### src/rtl/fifo_stream_reader.sv
// Drains a standard-mode synchronous FIFO into a valid/ready stream through a small
// prefetch buffer that absorbs the FIFO read latency, with a word counter and sticky error flags.
module fifo_stream_reader #(
  parameter int unsigned G_DATAWIDTH  = 16,
  parameter int unsigned G_RD_LATENCY = 1,
  parameter int unsigned G_CNTWIDTH   = 32
) (
  input  logic                   clk,
  input  logic                   srst,
  input  logic [G_DATAWIDTH-1:0] fifo_dout,
  input  logic                   fifo_empty,
  input  logic                   fifo_rd_rst_busy,
  input  logic                   fifo_overflow,
  input  logic                   fifo_underflow,
  output logic                   fifo_rd_en,
  output logic [G_DATAWIDTH-1:0] m_data,
  output logic                   m_valid,
  input  logic                   m_ready,
  input  logic                   cnt_clr,
  output logic [G_CNTWIDTH-1:0]  word_count,
  output logic                   err_overflow,
  output logic                   err_underflow
);

  localparam int unsigned Depth = G_RD_LATENCY + 1;
  localparam int unsigned PtrW  = (Depth > 1) ? $clog2(Depth) : 1;
  localparam int unsigned CntW  = $clog2(Depth + 1);
  localparam logic [CntW:0]   DepthC  = (CntW + 1)'(Depth);
  localparam logic [PtrW-1:0] LastPtr = PtrW'(Depth - 1);

  logic [G_DATAWIDTH-1:0] buf_q [Depth];
  logic [G_DATAWIDTH-1:0] buf_d [Depth];
  logic [PtrW-1:0]        head_q, head_d, tail_q, tail_d;
  logic [CntW-1:0]        buf_cnt_q, buf_cnt_d;
  logic [G_RD_LATENCY-1:0] rd_pipe_q, rd_pipe_d;
  logic [G_CNTWIDTH-1:0]  word_count_q, word_count_d;
  logic                   err_overflow_q, err_overflow_d;
  logic                   err_underflow_q, err_underflow_d;
  logic [CntW:0]          inflight;
  logic                   pop, capture;

  function automatic logic [PtrW-1:0] ptr_inc(input logic [PtrW-1:0] p);
    return (p == LastPtr) ? '0 : p + PtrW'(1);
  endfunction

  assign m_valid       = (buf_cnt_q != '0);
  assign m_data        = buf_q[head_q];
  assign word_count    = word_count_q;
  assign err_overflow  = err_overflow_q;
  assign err_underflow = err_underflow_q;
  assign pop           = m_valid & m_ready;
  assign capture       = rd_pipe_q[G_RD_LATENCY-1];

  always_comb begin
    inflight = '0;
    for (int i = 0; i < int'(G_RD_LATENCY); i++) begin
      inflight = inflight + (CntW + 1)'(rd_pipe_q[i]);
    end
  end

  // Credit check: buf_cnt + inflight - pop < Depth, rearranged to avoid underflow.
  assign fifo_rd_en = !srst && !fifo_empty && !fifo_rd_rst_busy &&
                      (({1'b0, buf_cnt_q} + inflight) < (DepthC + (CntW + 1)'(pop)));

  always_comb begin
    rd_pipe_d    = '0;
    rd_pipe_d[0] = fifo_rd_en;
    for (int i = 1; i < int'(G_RD_LATENCY); i++) begin
      rd_pipe_d[i] = rd_pipe_q[i-1];
    end

    buf_d     = buf_q;
    head_d    = head_q;
    tail_d    = tail_q;
    buf_cnt_d = buf_cnt_q;
    if (capture) begin
      buf_d[tail_q] = fifo_dout;
      tail_d        = ptr_inc(tail_q);
    end
    if (pop) begin
      head_d = ptr_inc(head_q);
    end
    case ({capture, pop})
      2'b10:   buf_cnt_d = buf_cnt_q + CntW'(1);
      2'b01:   buf_cnt_d = buf_cnt_q - CntW'(1);
      default: buf_cnt_d = buf_cnt_q;
    endcase

    if (cnt_clr) begin
      word_count_d = '0;
    end else if (pop) begin
      word_count_d = word_count_q + G_CNTWIDTH'(1);
    end else begin
      word_count_d = word_count_q;
    end

    err_overflow_d  = err_overflow_q | fifo_overflow;
    err_underflow_d = err_underflow_q | fifo_underflow | (fifo_rd_en & fifo_empty);
  end

  always_ff @(posedge clk) begin
    if (srst) begin
      for (int i = 0; i < int'(Depth); i++) begin
        buf_q[i] <= '0;
      end
      head_q          <= '0;
      tail_q          <= '0;
      buf_cnt_q       <= '0;
      rd_pipe_q       <= '0;
      word_count_q    <= '0;
      err_overflow_q  <= 1'b0;
      err_underflow_q <= 1'b0;
    end else begin
      buf_q           <= buf_d;
      head_q          <= head_d;
      tail_q          <= tail_d;
      buf_cnt_q       <= buf_cnt_d;
      rd_pipe_q       <= rd_pipe_d;
      word_count_q    <= word_count_d;
      err_overflow_q  <= err_overflow_d;
      err_underflow_q <= err_underflow_d;
    end
  end

endmodule
### config.mk
export PLATFORM = sky130hd
export DESIGN_NAME = fifo_stream_reader
export DESIGN_NICKNAME = d
export VERILOG_FILES = /design/src/rtl/fifo_stream_reader.sv
export SDC_FILE = /design/constraint.sdc
export NUM_CORES = 1
export LEC_CHECK = 0
export BUFFER_PORTS_ARGS = -buffer_cell sky130_fd_sc_hd__buf_2
export CELL_PAD_IN_SITES_DETAIL_PLACEMENT = 1
export CELL_PAD_IN_SITES_GLOBAL_PLACEMENT = 1
export CORE_ASPECT_RATIO = 0.75
export CORE_UTILIZATION = 38
export DETAILED_ROUTE_END_ITERATION = 8
export MAX_ROUTING_LAYER = met4
export PLACE_DENSITY_LB_ADDON = 0.15
export RECOVER_POWER = 50
export SKIP_LAST_GASP = 1
export SLEW_MARGIN = 10
export SYNTH_ARGS = -nofsm -noshare
export SYNTH_HDL_FRONTEND = slang
export SYNTH_SLANG_ARGS = --single-unit
### constraint.sdc
create_clock -name clk -period 2.3 [get_ports clk]
set_input_delay 0.46 -clock clk [delete_from_list [all_inputs] [get_ports clk]]
set_output_delay 0.46 -clock clk [all_outputs]
set_load 0.01 [all_outputs]
Yosys cells after proc, flatten, opt, wreduce, memory -nomap -nowiden
Index checks and enable logic that the tools add are counted.

cells by class
  mux-type cells = 9
  bitwise logic cells = 7
  add/sub/neg operators = 7
  $lt $le $gt $ge = 4
  equal/unequal tests = 2
  reduce and logical (&&, ||, !) cells = 10

operator list
  operator               count
  $mux 16                4
  $add 32x1->32 const B  1
  $bwmux 32              1
  $demux 16 s1           1
  $ge 2x2->1 const B     2
  $logic_and 1x1->1      4
  $not 1->2              2
  $pmux 2 s2             1
  $reduce_bool 2->1      2
  $add 2x1->3            1
  $add 2x1->3 const A    1
  $logic_not 1->1        3
  $lt 3x3->1             1
  $or 1x1->1             3
  $add 1x1->1 const B    2
  $add 2x1->2 const B    1
  $and 1x1->1            2
  $eq 2x1->1 const B     1
  $eq 2x2->1 const B     1
  $lt 2x1->1 const B     1
  $mux 1                 2
  $reduce_or 2->1        1
  $sub 2x1->2 const B    1

storage, ports and cells
  input bits = 24
  output and inout bits = 52
  word-level logic and storage cells = 48
  register bits = 71

Longest topological paths before layout
Gate-level depths: netlist (run 1).

  depth after elaboration = 7
  depth in mapped cells = 7

Least setup slack after synthesis (run 1)
No wires, ideal clock.

  path kind = register to register
  start point = register word_count_q[0] (netlist: word_count[0])
  end point = register word_count_q[28] (netlist: word_count[28])
  cell stages (with the launch flop) = 7
  slack = 262 ps
  arrival time = 1967 ps
  period minus slack after synthesis = 2038 ps
  path buffers = 1
  path through = dfxtp_1 -> ha_1 -> nand3_1 -> or4_1 -> clkbuf_1 -> or4_1 -> a21oi_1

between the ends
  word-level cells in the longest chain between the ends = 1

RTL lines
  what                    RTL line  source
  from (decl)             36        logic [G_CNTWIDTH-1:0] word_count_q, word_count_d;
  from (signal assigned)  119       word_count_q <= word_count_d;
  $add 32x1->32           92        word_count_d = word_count_q + G_CNTWIDTH'(1);

Every way passes these cells.
A chain may end at the register's enable or synchronous reset.

Worst setup path after layout (run 1)
  start point = register word_count_q[1] (netlist: word_count[1])
  end point = register word_count_q[22] (netlist: word_count[22])

The elaborated chain is that of the path after synthesis.

==> results of run 1 <==
## worst max-delay path, delay by kind of cell, from the launching register on
kind                     cells  cell delay (ns)
AO/OA/AOI/OAI                1             0.14
adder cells (fa/ha/maj)      1             0.20
buffers and inverters        1             0.23
flip-flops                   1             0.36
AND/OR/NAND/NOR              3             1.15
## layout make-up
type | count | area, um2
multi-input cells | 271 | 1540
fillers | 972 | 3760
well taps | 101 | 126
clock buffers | 11 | 151
repair buffers | 92 | 440
inverters | 5 | 18.8
clock inverters | 5 | 104
flip-flops and latches | 71 | 1420
## logic make-up (layout without fill, tap and decap cells)
logic type	after synthesis	in the layout	synth area share
xor gates and xnor gates	13	13	0.0372
DFF	71	71	0.464
adders and majority gates	4	4	0.0163
AOI/OAI and AO/OA	79	79	0.140
and+or+nand+nor	158	158	0.247
muxes	17	17	0.0621
buffers and inverters	27	113	0.0335
## metrics by stage
stage	cells	utilization	power (uW)	area [um2]	worst slack [ns]
floorplan	369	-	1470	3060	0.262
global placement	540	0.477	1570	3610	0.158
detailed placement	540	0.477	1580	3610	0.0915
CTS	556	0.511	2850	3860	0.0663
global route	556	0.502	2910	3800	0.0125
finish	556	0.502	2800	3800	0.138
## where the power goes
group / switching [uW] / internal (uW) / leakage (uW)
combinational: 150 / 113 / 0.000664
clock: 483 / 780 / 0.000130
sequential: 20.1 / 1260 / 0.000575
## placed cells by master, fill, tap and decap left out, types with 2 or more instances in the layout
cell type / instances
mux2_2: 16
o31ai_1: 9
o21ai_0: 14
nand3_1: 11
and4_1: 3
nand2_1: 80
clkbuf_8: 11
xor2_1: 7
and3_1: 3
nand4_1: 8
or3_1: 13
buf_2: 46
clkbuf_1: 36
and2_1: 3
nor3_1: 2
bufinv_16: 3
or2_2: 2
buf_4: 10
nor2_1: 18
a21oi_1: 55
dfxtp_1: 70
xnor2_1: 6
or4_1: 10
inv_1: 4
ha_1: 3
## repair_timing
item | 4_1_cts | 5_1_grt
resized for setup | 0 | 2
endpoints found under the hold margin | 0 | 0
endpoints found under the setup margin | 0 | 5
## sequential cells by signal (all words and copies together), names as in the netlist
register and cells:
buf_cnt_q 2, buf_q 32, capture 1, err_overflow 1
err_underflow 1, head_q 1, tail_q 1, word_count 32
## routing by layer
metal  track usage  up-vias  wire length (um)
li1              -     1445                 -
met1         0.261     1390              4010
met2         0.346       53              3960
met3        0.0637        8               352
met4        0.0514        0                76
met5             -        -                 0
## path summary, 6_finish.rpt
check,from,to,slack [ns],depth (start not counted)
max,word_count[1]$_SDFFE_PP0P_,word_count[22]$_SDFFE_PP0P_,0.14,6
min,fifo_underflow,err_underflow$_SDFF_PP0_,0.31,3
max reg2reg,word_count[1]$_SDFFE_PP0P_,word_count[22]$_SDFFE_PP0P_,0.14,6
min reg2reg,buf_q[18]$_SDFFE_PP0P_,buf_q[18]$_SDFFE_PP0P_,0.46,2
==> impl_results.md, run 1 <==
- Post-DP HPWL: 5.79 mm
- Crit path DAT: between 2 and 2.5 ns
- Worst-path cell chain: ha_2 -> nand3_1 -> or4_1 -> buf_4 -> or4_1 -> a21oi_1
- Hold_buf cts: 0
- Final Hold Fails: 0
- Startpoint Class: register
- Post-synth top cells: 80 x nand2_1, 71 x dfxtp_1, 55 x a21oi_1
- Yosys reg bits: 71
- CP Capture Type: register
- DRC errors left: 0
- Hold Path Class: in2reg
- Top cell type's share of synthesized area: 0.464
- Net Count, Synth: between 300 and 400
- Synthesis Warnings: 0
- Pwr/cell area: ~740 nW/um2
- Max incr delay on CP: approximately 0.54 ns
- FMAX: 463 MHz
- CP Max Fanout: 19
- Routability Congestion: approximately 0.76
- CTS tree: yes
- Slew margin rel.: -0.220
- Post-synth top flop: dfxtp_1
- # diodes: 0
- Failing checks: capacitance limit, slew limit
- Synth Cell Area: roughly 3000 um2
- H-tree Lvls: 3
- Final setup violation count: 0
- Sequential area share after synthesis: 0.464
- Layout cells sized above 1: 0.207
- Clock root buffer master: clkbuf_8
- Number of post-CTS setup repair buffers: 0
- Port Buf Inserts: 75
- Cell with the most instances after synthesis: nand2_1
- Drt initial violations: 73
- First-pass GRT wire length: about 14 mm
- Synthesized area per cell: 8.30 um2
- I/O pin count: 76
- Min Tclk post-route: between 2 and 2.5 ns
- Area grow syn2layout: 24.1%
- Post-Route Skew: ~0.011 ns
- Maxcap violations: 1
- Critical Path RT: ~2.6 ns
- Top cells by area, synth: dfxtp_1 46%, nand2_1 9.8%, a21oi_1 9.0%, mux2_2 5.9%, or3_1 2.7%
- Antenna violations before repair: 0
- Fin Setup TNS: 0 ns
- Setup CP Type: reg2reg
- Fin nets: approximately 480
- Antenna viol nets, final: 0
- Via count: slightly below 3000
- Wire per inst: roughly 15 um
- # clock sinks: 71
- Yosys top cell by area: dfxtp_1
- DIE AREA: 8430 um2
- Status: finished, violations left
- Syn Inst Count: 369
- Total gr overflow: 0
- Count of pins over their slew limit: 41
- Drt pass-1 iters: 4
- Detailed Route WL: between 8 and 9 mm
- Asr flop ratio synth: 0
- Crit share post-route: 0.940
- Leak pwr: around 0.0014 uW
- Hold WS: 0.312 ns
- # rows: 27
- Chip width: 106 um
- Initial core utilization: 0.405
- CTS clk-pin slew, worst paths: ~0.08 ns
- Max IR drop VDD: 400 uV
- Worst-Skew Late Latency: 0.35 ns
- GR Util All Layers: 0.213
- Routed vias/inst: ~5.2
- Most Frequent Cell on Critical Path: or4_1
- Distinct cells, synth: 30
- Worst Max-Slew Pin Slew: between 1.5 and 2 ns
- EDFF count, synth: 0
- Master of the slowest instance on the critical path: or4_1
- Max Root-Sink Buffers: 2
- RSZ-0062 raised after global routing: no
- Largest net degree at the start of global routing: 41
- Vias in the first global route: about 2800
- Die Span Y: 79.8 um
- Core ar.: 7570 um2
- CTS Buf Count: 9
(Power assumes the default switching activity.)
==> inputs of run 2 (changes only) <==
--- a/config.mk
+++ b/config.mk
@@ -5,7 +5,7 @@
 export SDC_FILE = /design/constraint.sdc
 export NUM_CORES = 1
 export LEC_CHECK = 0
-export BUFFER_PORTS_ARGS = -buffer_cell sky130_fd_sc_hd__buf_2
+export BUFFER_PORTS_ARGS = -buffer_cell sky130_fd_sc_hd__clkbuf_2
 export CELL_PAD_IN_SITES_DETAIL_PLACEMENT = 1
 export CELL_PAD_IN_SITES_GLOBAL_PLACEMENT = 1
 export CORE_ASPECT_RATIO = 0.75
==> impl_results.md, run 2 (same netlist as run 1, synthesis figures left out) <==
- Number of post-CTS setup repair buffers: 0 (unchanged)
- Detailed Route WL: 8.15 mm (-3.0%)
- Drt initial violations: 92 (+26%)
- R2R cell count: 6 (unchanged)
- Min Tclk post-route: 2.16 ns (+0.000917 ns)
- Antenna violations before repair: 0 (unchanged)
- DIE AREA: 8430 um2 (unchanged)
- Fill cells: 976 (+0.41%)
- Failing checks: capacitance limit, slew limit
- # clock sinks: 71 (unchanged)
- Maxcap violations: 1 (unchanged)
- Setup ws final: 0.137 ns (-0.000917 ns)
- Area grow syn2layout: 23.2%
- H-tree Lvls: 3 (unchanged)
- Fin nets: 476 (-0.42%)
- Worst Max-Slew Pin Slew: 1.77 ns (-0.0558 ns)
- Die Span Y: 79.8 um (unchanged)
- Hold Path Class: in2reg
- CP Capture Type: register
- Combinational power share: 0.095 (about the same)
- Crit share post-route: 0.940 (about the same)
- Routability Congestion: 0.736 (-3.4%)
- Pwr/cell area: 728 nW/um2 (-1.3%)
- Slew margin rel.: -0.183 (+0.0372)
- Sw frac: 0.229 (-0.00343)
- Wire per inst: 14.7 um (-2.6%)
- Max IR drop VDD: 284 uV (-29%)
- I/O pin count: 76 (unchanged)
- FMAX: 462 MHz (about the same)
- Sw Pwr: 630 uW (-3.5%)
- CTS tree: yes
- GR Util All Layers: 0.210 (-0.00310)
- Count of pins over their slew limit: 41 (unchanged)
- Final setup violation count: 0 (unchanged)
- CTS resizes: 0 (unchanged)
- CP Max Fanout: 11 (-8)
- Port Buf Inserts: 75 (unchanged)
- Setup CP Type: reg2reg
- Chip width: 106 um (unchanged)
- # rows: 27 (unchanged)
- Max Root-Sink Buffers: 2 (unchanged)
- Largest net degree at the start of global routing: 41 (unchanged)
- RSZ-0062 raised after global routing: no
- Via count: 2912 (+0.55%)
- CTS clk-pin slew, worst paths: 0.08 ns (about the same)
- Part of the power in registers: 0.465 (+0.009)
- Hold WS: 0.321 ns (+0.00934 ns)
- Final Hold Fails: 0 (unchanged)
- Commonest non-fill, non-tap cells in the layout: 80 x nand2_1, 71 x dfxtp_1, 55 x a21oi_1, 46 x clkbuf_2, 36 x clkbuf_1
- Clk network pwr share: 0.440 (-0.010)
- Antenna viol nets, final: 0 (unchanged)
- First-pass GRT wire length: 13.6 mm (-1.2%)
- Core ar.: 7570 um2 (unchanged)
- Leak pwr: 0.00134 uW (-2.3%)
- Placement Cell Area: 3590 um2 (-0.42%)
- DRC errors left: 0 (unchanged)
- Layout cells sized above 1: 0.199 (-0.00792)
- Most common cell after layout, fill and taps aside: nand2_1
- Vias in the first global route: 2897 (+1.7%)
- Crit path DAT: 2.36 ns (-0.08 ns)
- CTS Buf Count: 9 (unchanged)
- DP Cell Count: 538 (-0.37%)
- Internal power: 2120 uW (-1.6%)
- Startpoint Class: register
- Initial core utilization: 0.405 (unchanged)
- Worst-Skew Late Latency: 0.34 ns (about the same)
- Post-DP HPWL: 5.70 mm (-1.5%)
- # diodes: 0 (unchanged)
- Place WS: 0.104 ns (+0.0125 ns)
- Critical Path RT: 2.49 ns (-0.09 ns)
- Total gr overflow: 0 (unchanged)
- Fin area: 3770 um2 (-0.76%)
- Hold Path Cell Cnt: 3 (unchanged)
- Routed vias/inst: 5.26 (+0.92%)
- Status: finished, violations left
- Final Non-Filler Cells: 554 (-0.36%)
- Hold_buf cts: 0 (unchanged)
- Fin Setup TNS: 0 ns (unchanged)
- Drt pass-1 iters: 4 (unchanged)
- Post-Route Skew: 0.00705 ns (-0.00424 ns)
- Clock root buffer master: clkbuf_8
run 2: changes by cell type in the layout (fill, tap and decap cells not counted), sizes merged:
| cell | delta |
|---|---|
| buf | -48 |
| clkbuf | +45 |
| clkinvlp | +1 |
run 2: power groups by stage:
stage,clock network [uW],logic (uW),registers [uW]
final,1210,261,1280
after detailed placement,0,273,1310
after global placement,0,267,1300
after floorplan,0,160,1310
after global routing,1290,293,1280
after CTS,1250,275,1280
run 2: final timing paths:
| path | startpoint | endpoint | slack, ns |
|---|---|---|---|
| max | word_count[1]$_SDFFE_PP0P_ | word_count[27]$_SDFFE_PP0P_ | 0.14 |
| min reg2reg | buf_q[18]$_SDFFE_PP0P_ | buf_q[18]$_SDFFE_PP0P_ | 0.45 |
| min | fifo_underflow | err_underflow$_SDFF_PP0_ | 0.32 |
| max reg2reg | word_count[1]$_SDFFE_PP0P_ | word_count[27]$_SDFFE_PP0P_ | 0.14 |
run 2: cell type report:
type	count	area, um2	area share
Sequential cell	71	1420	0.377
Tap cell	101	126	0.0335
Timing Repair Buffer	90	425	0.113
Clock buffer	10	138	0.0365
Clock inverter	6	108	0.0285
Inverter	5	18.8	0.00497
Multi-Input combinational cell	271	1540	0.407
run 2: critical path, cell delays in order (launching register included):
cell	delay (ns)
dfxtp_1	0.33
clkbuf_1	0.18
o2111a_2	0.23
or4b_1	0.65
buf_4	0.24
o31ai_1	0.27
a21oi_1	0.12
run 2: per-stage QoR:
step / power (uW) / util
after floorplan: 1470 / -
after CTS: 2800 / 0.507
final: 2750 / 0.499
after global routing: 2870 / 0.499
after detailed placement: 1580 / 0.475
after global placement: 1570 / 0.475
run 2: routing by layer:
metal / track usage / up-vias / share of wire
met5: - / - / 0
met1: 0.250 / 1390 / 0.46
met4: 0.0667 / 0 / 0.011
met2: 0.352 / 65 / 0.47
li1: - / 1446 / -
met3: 0.0506 / 11 / 0.052
